File: src/rtl/dbus_pkg.sv
// Shared definitions for the data-bus arbiter.
//   state_t        : arbiter FSM encoding (IDLE/ADDR/DATA)
//   HTRANS_*       : AHB transfer types driven by the arbiter
//   REQ_CORE/DBG   : requester indices into the packed request vectors
//   owner_onehot() : index -> one-hot requester vector
package dbus_pkg;

    typedef enum logic [1:0] {
        IDLE = 2'b00,
        ADDR = 2'b01,
        DATA = 2'b10
    } state_t;

    localparam logic [1:0] HTRANS_IDLE   = 2'b00;
    localparam logic [1:0] HTRANS_NONSEQ = 2'b10;

    localparam int REQ_CORE = 0;
    localparam int REQ_DBG  = 1;
    localparam int NUM_REQ  = REQ_DBG + 1;

    function automatic logic [NUM_REQ-1:0] owner_onehot(input logic idx);
        owner_onehot      = '0;
        owner_onehot[idx] = 1'b1;
    endfunction

endpackage

File: src/rtl/dbus_arbiter_rr_arb2.sv
// Two-way round-robin arbiter.
//   clk, rst : clock, asynchronous active-high reset
//   req      : request vector (bit REQ_CORE, bit REQ_DBG)
//   take     : the caller consumes the winner this cycle (advances pointer)
//   gnt      : one-hot winner, zero when nobody requests
//   sel      : winner index
// The pointer names the requester that wins a tie; after a grant it moves
// to the other requester, so a requester held high alternates with its peer.
module rr_arb2
    import dbus_pkg::*;
(
    input  logic               clk,
    input  logic               rst,
    input  logic [NUM_REQ-1:0] req,
    input  logic               take,
    output logic [NUM_REQ-1:0] gnt,
    output logic               sel
);

    logic prio_q;

    always_ff @(posedge clk or posedge rst) begin
        if (rst)
            prio_q <= 1'(REQ_CORE);
        else if (take && |req)
            prio_q <= ~sel;
    end

    always_comb begin
        sel = prio_q;
        if (!req[prio_q])
            sel = ~prio_q;
        gnt = '0;
        if (|req)
            gnt[sel] = 1'b1;
    end

endmodule

File: src/rtl/dbus_arbiter.sv
// Arbitrates a core and a debug requester onto a single AHB-lite master port.
//   clk_in, rst_in         : clock, asynchronous active-high reset
//   req_in/wr_in           : per-requester request and write flag
//   addr_in/wdata_in/mask_in : packed per-requester address, data, byte mask
//   gnt_out/done_out       : one-hot grant pulse and completion pulse
//   rdata_out/err_out      : read data (held) and error, valid with done_out
//   haddr/htrans/hwrite/hwmask/hwdata_out : AHB master outputs
//   hrdata_in/hready_in/hresp_in          : AHB slave response
// Zero-wait timing: gnt at n, address phase at n+1, done at n+2. A request
// pending at completion is granted in the completion cycle, so back-to-back
// transfers issue every two cycles.
module dbus_arbiter
    import dbus_pkg::*;
#(
    parameter int ADDR_W = 32,
    parameter int DATA_W = 32
) (
    input  logic                       clk_in,
    input  logic                       rst_in,
    input  logic [NUM_REQ-1:0]         req_in,
    input  logic [NUM_REQ-1:0]         wr_in,
    input  logic [NUM_REQ*ADDR_W-1:0]  addr_in,
    input  logic [NUM_REQ*DATA_W-1:0]  wdata_in,
    input  logic [NUM_REQ*DATA_W/8-1:0] mask_in,
    output logic [NUM_REQ-1:0]         gnt_out,
    output logic [NUM_REQ-1:0]         done_out,
    output logic [DATA_W-1:0]          rdata_out,
    output logic                       err_out,
    output logic [ADDR_W-1:0]          haddr_out,
    output logic [1:0]                 htrans_out,
    output logic                       hwrite_out,
    output logic [DATA_W/8-1:0]        hwmask_out,
    output logic [DATA_W-1:0]          hwdata_out,
    input  logic [DATA_W-1:0]          hrdata_in,
    input  logic                       hready_in,
    input  logic                       hresp_in
);

    localparam int MASK_W = DATA_W / 8;
    localparam logic [ADDR_W-1:0] WORD_MASK = {{(ADDR_W-2){1'b1}}, 2'b00};

    // Per-requester views of the packed buses.
    logic [NUM_REQ-1:0][ADDR_W-1:0] addr_v;
    logic [NUM_REQ-1:0][DATA_W-1:0] wdata_v;
    logic [NUM_REQ-1:0][MASK_W-1:0] mask_v;

    assign addr_v  = addr_in;
    assign wdata_v = wdata_in;
    assign mask_v  = mask_in;

    state_t              state_q, state_d;
    logic                owner_q;
    logic                hold_wr_q;
    logic [MASK_W-1:0]   hold_mask_q;
    logic [DATA_W-1:0]   hold_wdata_q;
    logic [ADDR_W-1:0]   haddr_q;
    logic [DATA_W-1:0]   hwdata_q;
    logic [DATA_W-1:0]   rdata_q;

    logic                arb_take;
    logic                arb_sel;
    logic [NUM_REQ-1:0]  arb_gnt;
    logic                done_fire;
    logic                grant_fire;

    // Grants happen only in IDLE or in the completion cycle, so a request
    // from the current owner is naturally ignored until completion. Gating
    // with rst_in keeps gnt_out low while reset is asserted.
    assign done_fire  = (state_q == DATA) && hready_in;
    assign arb_take   = !rst_in && ((state_q == IDLE) || done_fire);
    assign grant_fire = arb_take && (|req_in);

    rr_arb2 u_arb (
        .clk  (clk_in),
        .rst  (rst_in),
        .req  (req_in),
        .take (arb_take),
        .gnt  (arb_gnt),
        .sel  (arb_sel)
    );

    always_ff @(posedge clk_in or posedge rst_in) begin
        if (rst_in)
            state_q <= IDLE;
        else
            state_q <= state_d;
    end

    always_comb begin
        state_d    = state_q;
        gnt_out    = '0;
        done_out   = '0;
        err_out    = 1'b0;
        htrans_out = HTRANS_IDLE;
        hwrite_out = 1'b0;
        hwmask_out = '0;
        case (state_q)
            IDLE: begin
                if (grant_fire) begin
                    gnt_out = arb_gnt;
                    state_d = ADDR;
                end
            end
            ADDR: begin
                htrans_out = HTRANS_NONSEQ;
                hwrite_out = hold_wr_q;
                hwmask_out = hold_wr_q ? hold_mask_q : '0;
                if (hready_in)
                    state_d = DATA;
            end
            DATA: begin
                if (hready_in) begin
                    done_out = owner_onehot(owner_q);
                    err_out  = hresp_in;
                    if (grant_fire) begin
                        gnt_out = arb_gnt;
                        state_d = ADDR;
                    end else begin
                        state_d = IDLE;
                    end
                end
            end
            default: state_d = IDLE;
        endcase
    end

    always_ff @(posedge clk_in or posedge rst_in) begin
        if (rst_in) begin
            owner_q      <= 1'(REQ_CORE);
            hold_wr_q    <= 1'b0;
            hold_mask_q  <= '0;
            hold_wdata_q <= '0;
            haddr_q      <= '0;
            hwdata_q     <= '0;
            rdata_q      <= '0;
        end else begin
            if (grant_fire) begin
                owner_q      <= arb_sel;
                hold_wr_q    <= wr_in[arb_sel];
                hold_mask_q  <= mask_v[arb_sel];
                hold_wdata_q <= wdata_v[arb_sel];
                haddr_q      <= addr_v[arb_sel] & WORD_MASK;
            end
            // Write data moves to the bus as the address phase is accepted
            // and then stays put through any data-phase wait states.
            if (state_q == ADDR && hready_in)
                hwdata_q <= hold_wdata_q;
            // hold_wr_q still describes the completing transfer here even if
            // a new grant loads it on this same edge.
            if (done_fire && !hold_wr_q)
                rdata_q <= hrdata_in;
        end
    end

    assign haddr_out  = haddr_q;
    assign hwdata_out = hwdata_q;
    // Read data is presented in the completion cycle itself and held after.
    assign rdata_out  = (done_fire && !hold_wr_q) ? hrdata_in : rdata_q;

endmodule

File: config.mk
export PLATFORM = sky130hd
export DESIGN_NAME = dbus_arbiter
export DESIGN_NICKNAME = d
export VERILOG_FILES = /design/src/rtl/dbus_pkg.sv /design/src/rtl/dbus_arbiter_rr_arb2.sv /design/src/rtl/dbus_arbiter.sv
export SDC_FILE = /design/constraint.sdc
export NUM_CORES = 1
export LEC_CHECK = 0
export ABC_AREA = 1
export BUFFER_PORTS_ARGS = -buffer_cell sky130_fd_sc_hd__buf_2
export CAP_MARGIN = 20
export CORE_AREA = 8 8 124 126
export DETAILED_ROUTE_END_ITERATION = 10
export DIE_AREA = 0 0 132 134
export GPL_TIMING_DRIVEN = 0
export PLACE_DENSITY = 0.81
export SLEW_MARGIN = 25
export SYNTH_ARGS = -nofsm -noshare
export SYNTH_HDL_FRONTEND = slang
export SYNTH_HIERARCHICAL = 1
export SYNTH_SLANG_ARGS = --single-unit
export TNS_END_PERCENT = 20
File: constraint.sdc
create_clock -name clk_in -period 6.3 [get_ports clk_in]
set_input_delay 1.26 -clock clk_in [delete_from_list [all_inputs] [get_ports clk_in]]
set_output_delay 1.26 -clock clk_in [all_outputs]
set_load 0.05 [all_outputs]
---- Word-level counts from Yosys, hierarchy flattened ----
Index checks and enable logic that the tools add are counted.
cells by class
  eq/ne operators ......................... 5
  multiplexer cells ....................... 33
  reduce and logical (&&, ||, !) cells .... 13
  order comparisons ....................... 5
  bitwise logic cells ..................... 2
operator list
  cell                                                                  number
  32-bit 2-to-1 mux                                                     5
  2-bit 2-to-1 mux                                                      9
  4-bit 2-to-1 mux                                                      4
  1-bit 2-to-1 mux                                                      11
  1-bit logical AND                                                     7
  1-bit by 2-bit < comparator with 1-bit output, second input constant  3
  2-bit != test, second input constant                                  3
  2-bit one-hot mux with 3 select lines                                 1
  2-bit one-hot mux with 2 select lines                                 1
  3-bit AND reduction                                                   1
  1-bit demux with 1-bit select                                         2
  2-bit by 1-bit == test with 1-bit output, second input constant       1
  2-bit == test, second input constant                                  1
  1-bit >= comparator, second input constant                            2
  1-bit logical NOT                                                     2
  2-bit logical NOT                                                     1
  1-bit inverter                                                        2
  2-bit OR reduction                                                    1
  1-bit logical OR                                                      1
storage, ports and cells
  register bits after elaboration ......... 135
  word-level logic and storage cells ...... 67

---- Depth between registers and ports, before layout ----
  depth after elaboration ................. 11
  gate-level depth with buffers ........... 10

---- Hierarchy ----
The synthesis kept the hierarchy.
by module, submodules not included
  module        area each (sq um)  times used  cells each  seq. area each (sq um)
  dbus_arbiter  6,267.3            1           834         3,353.2
  rr_arb2       75.1               1           11          25.0

---- Worst setup path after synthesis ----
Ideal clock, no wire load.
  kind .................................... input to register
  start ................................... in rst_in
  end ..................................... reg u_arb.prio_q
  arrival ................................. 4.813 ns
  stages on the path ...................... 7
  required time ........................... 6.183 ns
  slack ................................... 1.369 ns
  library setup time ...................... 0.117 ns
  path through ............................ inv_1 > nand2_2 > nor2_4 > buf_2 > nand2_1 > nand2_1 > nand2_1
between the ends
  longest elaborated chain between the ends .. 3
ends and longest elaborated chain
  element                             line                        source
  start: declaration                  dbus_arbiter.sv:19          input logic rst_in,
  1-bit logical NOT (no source line)  n/a
  1-bit logical AND                   dbus_arbiter.sv:70          assign arb_take = !rst_in && ((state_q == IDLE) || done_fire);
  net arb_take                        dbus_arbiter.sv:60          logic arb_take;
  1-bit logical AND                   dbus_arbiter_rr_arb2.sv:25  else if (take && |req)
  end signal: assignment              dbus_arbiter_rr_arb2.sv:24  prio_q <= 1'(REQ_CORE);
  end signal: assignment              dbus_arbiter_rr_arb2.sv:26  prio_q <= ~sel;
  end: declaration                    dbus_arbiter_rr_arb2.sv:20  logic prio_q;
The timed path passes the listed nets, and every way through them passes these cells.
A chain may end at the register's enable or synchronous reset.

---- Worst setup path after layout ----
  start ................................... in req_in[0]
  end ..................................... out gnt_out[0]
between the ends
  longest elaborated chain between the ends .. 11
  elaborated cells between the ends (all ways) .. 14
ends and longest elaborated chain
  element                                                                                                            line                                     source
  start: declaration                                                                                                 dbus_arbiter.sv:20                       input logic [NUM_REQ-1:0] req_in,
  1-bit 2-to-1 mux (implied by the code) (2 in a row)                                                                dbus_arbiter_rr_arb2.sv:31               if (!req[prio_q])
  1-bit 2-to-1 mux                                                                                                   dbus_arbiter_rr_arb2.sv:31
  1-bit by 2-bit < comparator with 1-bit output (implied by the code) / 1-bit >= comparator (equally long branches)  dbus_arbiter_rr_arb2.sv:35               gnt[sel] = 1'b1;
  1-bit logical AND (implied by the code)                                                                            dbus_arbiter_rr_arb2.sv:35
  1-bit 2-to-1 mux (implied by the code)                                                                             dbus_arbiter_rr_arb2.sv:35
  1-bit demux with 1-bit select                                                                                      n/a
  2-bit 2-to-1 mux                                                                                                   dbus_arbiter_rr_arb2.sv:34               if (|req)
  2-bit 2-to-1 mux *                                                                                                 dbus_arbiter.sv:99, dbus_arbiter.sv:115
  2-bit 2-to-1 mux                                                                                                   dbus_arbiter.sv:112                      if (hready_in) begin
  2-bit one-hot mux with 2 select lines *                                                                            dbus_arbiter.sv:97                       case (state_q)
  end: declaration                                                                                                   dbus_arbiter.sv:25                       output logic [NUM_REQ-1:0] gnt_out,
Mark *: on every way between the ends. The rest lies on a longest branch, timed or not. The select of a mux whose other input is x is not followed.

==> flow_metrics.py <==
metrics = {
    "status": {
        "outcome": "finished clean",
    },
    "yosys": {
        "synth_compound_area_share_pct": 0.414,
        "synth_seq_cells": 135,
        "syn_avg_cell_area_um2": 7.51,
        "yosys_warnings": 6,
        "synth-simple-area-share_pct": 40.6,
        "synthAdderAreaFrac_pct": 0,
        "synth_top_family_by_area": "simple AND/OR/NAND/NOR gates",
        "seq_area_frac_synth_pct": 53.3,
        "synth_cell_types": 19,
        "netlist_instances": 845,
        "synthMuxAreaShare_pct": 0,
        "synth-xor-area-share_pct": 0,
        "syn_area_mm2": 0.00634,
    },
    "hold_path": {
        "hp-class": "flop to flop",
        "min-delay-start": "rdata_q[15]$_DFF_PP0_",
        "whs_endpoint": "rdata_q[15]$_DFF_PP0_",
        "hold_depth": 2,
    },
    "clocking": {
        "cts_buffers": 17,
        "cts_resized": 0,
        "clk_pin_slew_worst_paths_ns": 0.06,
        "clockBufferDepth": 2,
        "h-tree-depth": 4,
        "cts.sinks": 135,
        "cts_tree": "done",
        "insertion_delay_ns": 0.40,
        "cts_setup_buffers": 0,
        "ctsHoldBuffers": 0,
        "clock-root-buffer": "clkbuf_16",
    },
    "critical_path": {
        "path_max_fanout": 10,
        "required_ns": 5.04,
        "r2r_start": "u_arb/prio_q$_DFFE_PP0P_",
        "slowest_stage": "nand3_1",
        "path_cells": "buf_2 -> inv_1 -> nand2_1 -> nand3_1 -> buf_2 -> nor2_1 -> buf_2",
        "reg2reg_slack_ns": 4.47,
        "critPathMostFrequentCell": "buf_2",
        "critPathKind": "input port to output pin",
        "crit_path_max_incr_delay_ns": 0.43,
        "critPathCaptureType": "output pin",
        "r2r_cells": 8,
        "crit_path_start_kind": "input port",
        "critPathArrivalTime_ns": 2.82,
        "rr_endpoint": "hold_wdata_q[23]$_DFFE_PP0N_",
    },
    "die": {
        "io_pins": 284,
        "fp.dieH_um": 134,
        "core_mm2": 0.0135,
        "dieWidth_um": 132,
        "num_rows": 43,
        "initial_utilization_pct": 47.0,
        "dieArea_mm2": 0.0177,
    },
    "layout": {
        "area_growth_pct": 36.3,
        "fillers": 1222,
        "post-route-util_pct": 64.0,
        "layout_commonest_cell": "nand2_1",
        "regArea_mm2": 0.00338,
        "post_route_cells_drive_above_1_share_pct": 31.3,
        "nNetsFinal": 1319,
        "multi_input_area_mm2": 0.00261,
        "final_cell_mix": "nand2_1 (480), buf_2 (310), dfrtp_1 (135)",
        "diodes": 0,
    },
    "drt": {
        "dr.first_iter.drc_count": 475,
        "ant_nets": 0,
        "drc": 0,
        "vias_per_cell": 4.84,
        "route.vias.total": 6462,
        "wirelength_mm": 20.5,
        "detail_route.wl_per_cell_um": 15.4,
        "dr.pass1.iters": 5,
    },
    "power": {
        "power_density_mw_per_mm2": 596,
        "finalPower_mw": 5.15,
        "ir_worst_vdd_v": 0.000311,
        "p_leak_nw": 5.24,
    },
    "global_routing": {
        "grt_pass1_wl_mm": 32.8,
        "grt_pass1_vias": 6482,
        "overflow": 0,
        "antenna_found_initial": 0,
        "grt.total_usage_pct": 23.1,
        "grt_max_degree": 91,
    },
    "sta": {
        "fin_worst_hold_slack_ns": 0.459,
        "worst-slew-pin-transition_ns": 0.541,
        "fmax_mhz": 245,
        "tns_ns": 0,
        "maxSlewViolCount": 0,
        "period_needed_ns": 4.08,
        "period_share_pct": 64.7,
        "max_slew_margin_pct": 64.0,
        "hold_violations": 0,
        "skew_ns": 0.00898,
        "setup_viol": 0,
        "rsz0062_at_grt": "no",
    },
    "place": {
        "port_buffers": 276,
        "place.detailed.hpwl_mm": 15.7,
        "finalWeightedCongestion": 0.839,
    },
    "run": {
        "drv_cap": 0,
    },
}
where the power goes:
part | switching (mW) | leakage (nW) | internal (mW)
combinational | 1.97 | 3.21 | 0.580
clock | 0.366 | 0.322 | 0.726
sequential | 0.219 | 1.70 | 1.29
total | 2.56 | 5.24 | 2.59
synthesized netlist by cell type:
library cell | n | area [µm²]
o21ai_0 | 1 | 5.00
nand3_1 | 134 | 671
a21boi_2 | 1 | 11.3
buf_2 | 34 | 170
buf_4 | 9 | 67.6
dfrtp_1 | 135 | 3380
conb_1 | 1 | 3.75
inv_2 | 2 | 7.51
buf_6 | 1 | 11.3
nor3_1 | 1 | 5.00
nand2_1 | 480 | 1800
inv_1 | 12 | 45.0
o21ai_1 | 2 | 10.0
nor2_1 | 9 | 33.8
clkbuf_1 | 15 | 56.3
and2_1 | 1 | 6.26
nand2_2 | 3 | 18.8
nor2_2 | 1 | 6.26
nor2_4 | 3 | 33.8
metal layers:
| layer | share of wire [%] | vias up | track usage (%) |
|---|---|---|---|
| li1 | - | 3230 | - |
| met1 | 41 | 2941 | 26.8 |
| met2 | 50 | 271 | 40.0 |
| met3 | 7.6 | 20 | 7.93 |
| met4 | 1.2 | 0 | 6.00 |
| met5 | 0 | - | 0 |
worst max-delay path, delay by kind of cell:
kind,cells,cell delay [ns]
buffers and inverters,4,0.80
and+or+nand+nor,3,0.74
worst max-delay path by stage:
stage / startpoint / to / slack, ns / cells past startpoint
after floorplan: rst_in / u_arb/prio_q$_DFFE_PP0P_ / 1.37 / 7
after global placement: rst_in / rdata_q[15]$_DFF_PP0_ / -0.14 / 2
after detailed placement: req_in[0] / gnt_out[0] / 2.18 / 7
after CTS: req_in[0] / gnt_out[0] / 2.14 / 7
after global routing: req_in[0] / gnt_out[0] / 2.05 / 7
final: req_in[0] / gnt_out[0] / 2.22 / 7
layout make-up:
class                   instances  share of cell area (%)
flip-flops and latches        135                    39.1
clock buffers                  21                    5.32
multi-input cells             639                    30.2
inverters                      14                   0.695
repair buffers                277                    16.3
well taps                     180                    2.60
clock inverters                11                    2.26
plain buffers                  59                    3.53
flip-flops by register name, indices dropped and copies added (netlist names):
name,cells
hwdata_out,32
hold_wr_q,1
rdata_q,32
state_q,2
owner_q,1
u_arb/prio_q,1
haddr_out,30
hold_mask_q,4
hold_wdata_q,32
per-stage QoR:
step,worst slack (ns),cell area (µm²),cells
after floorplan,1.37,6350,847
after global placement,-0.140,7960,1303
after detailed placement,2.18,7990,1304
after CTS,2.14,8650,1336
after global routing,2.05,8650,1336
final,2.22,8650,1336
cells by family after synthesis:
kind of cell | Yosys count
flops | 135
simple gates | 632
other cells | 1
compound gates | 4
buf+inv | 73
(Power assumes the default switching activity.)
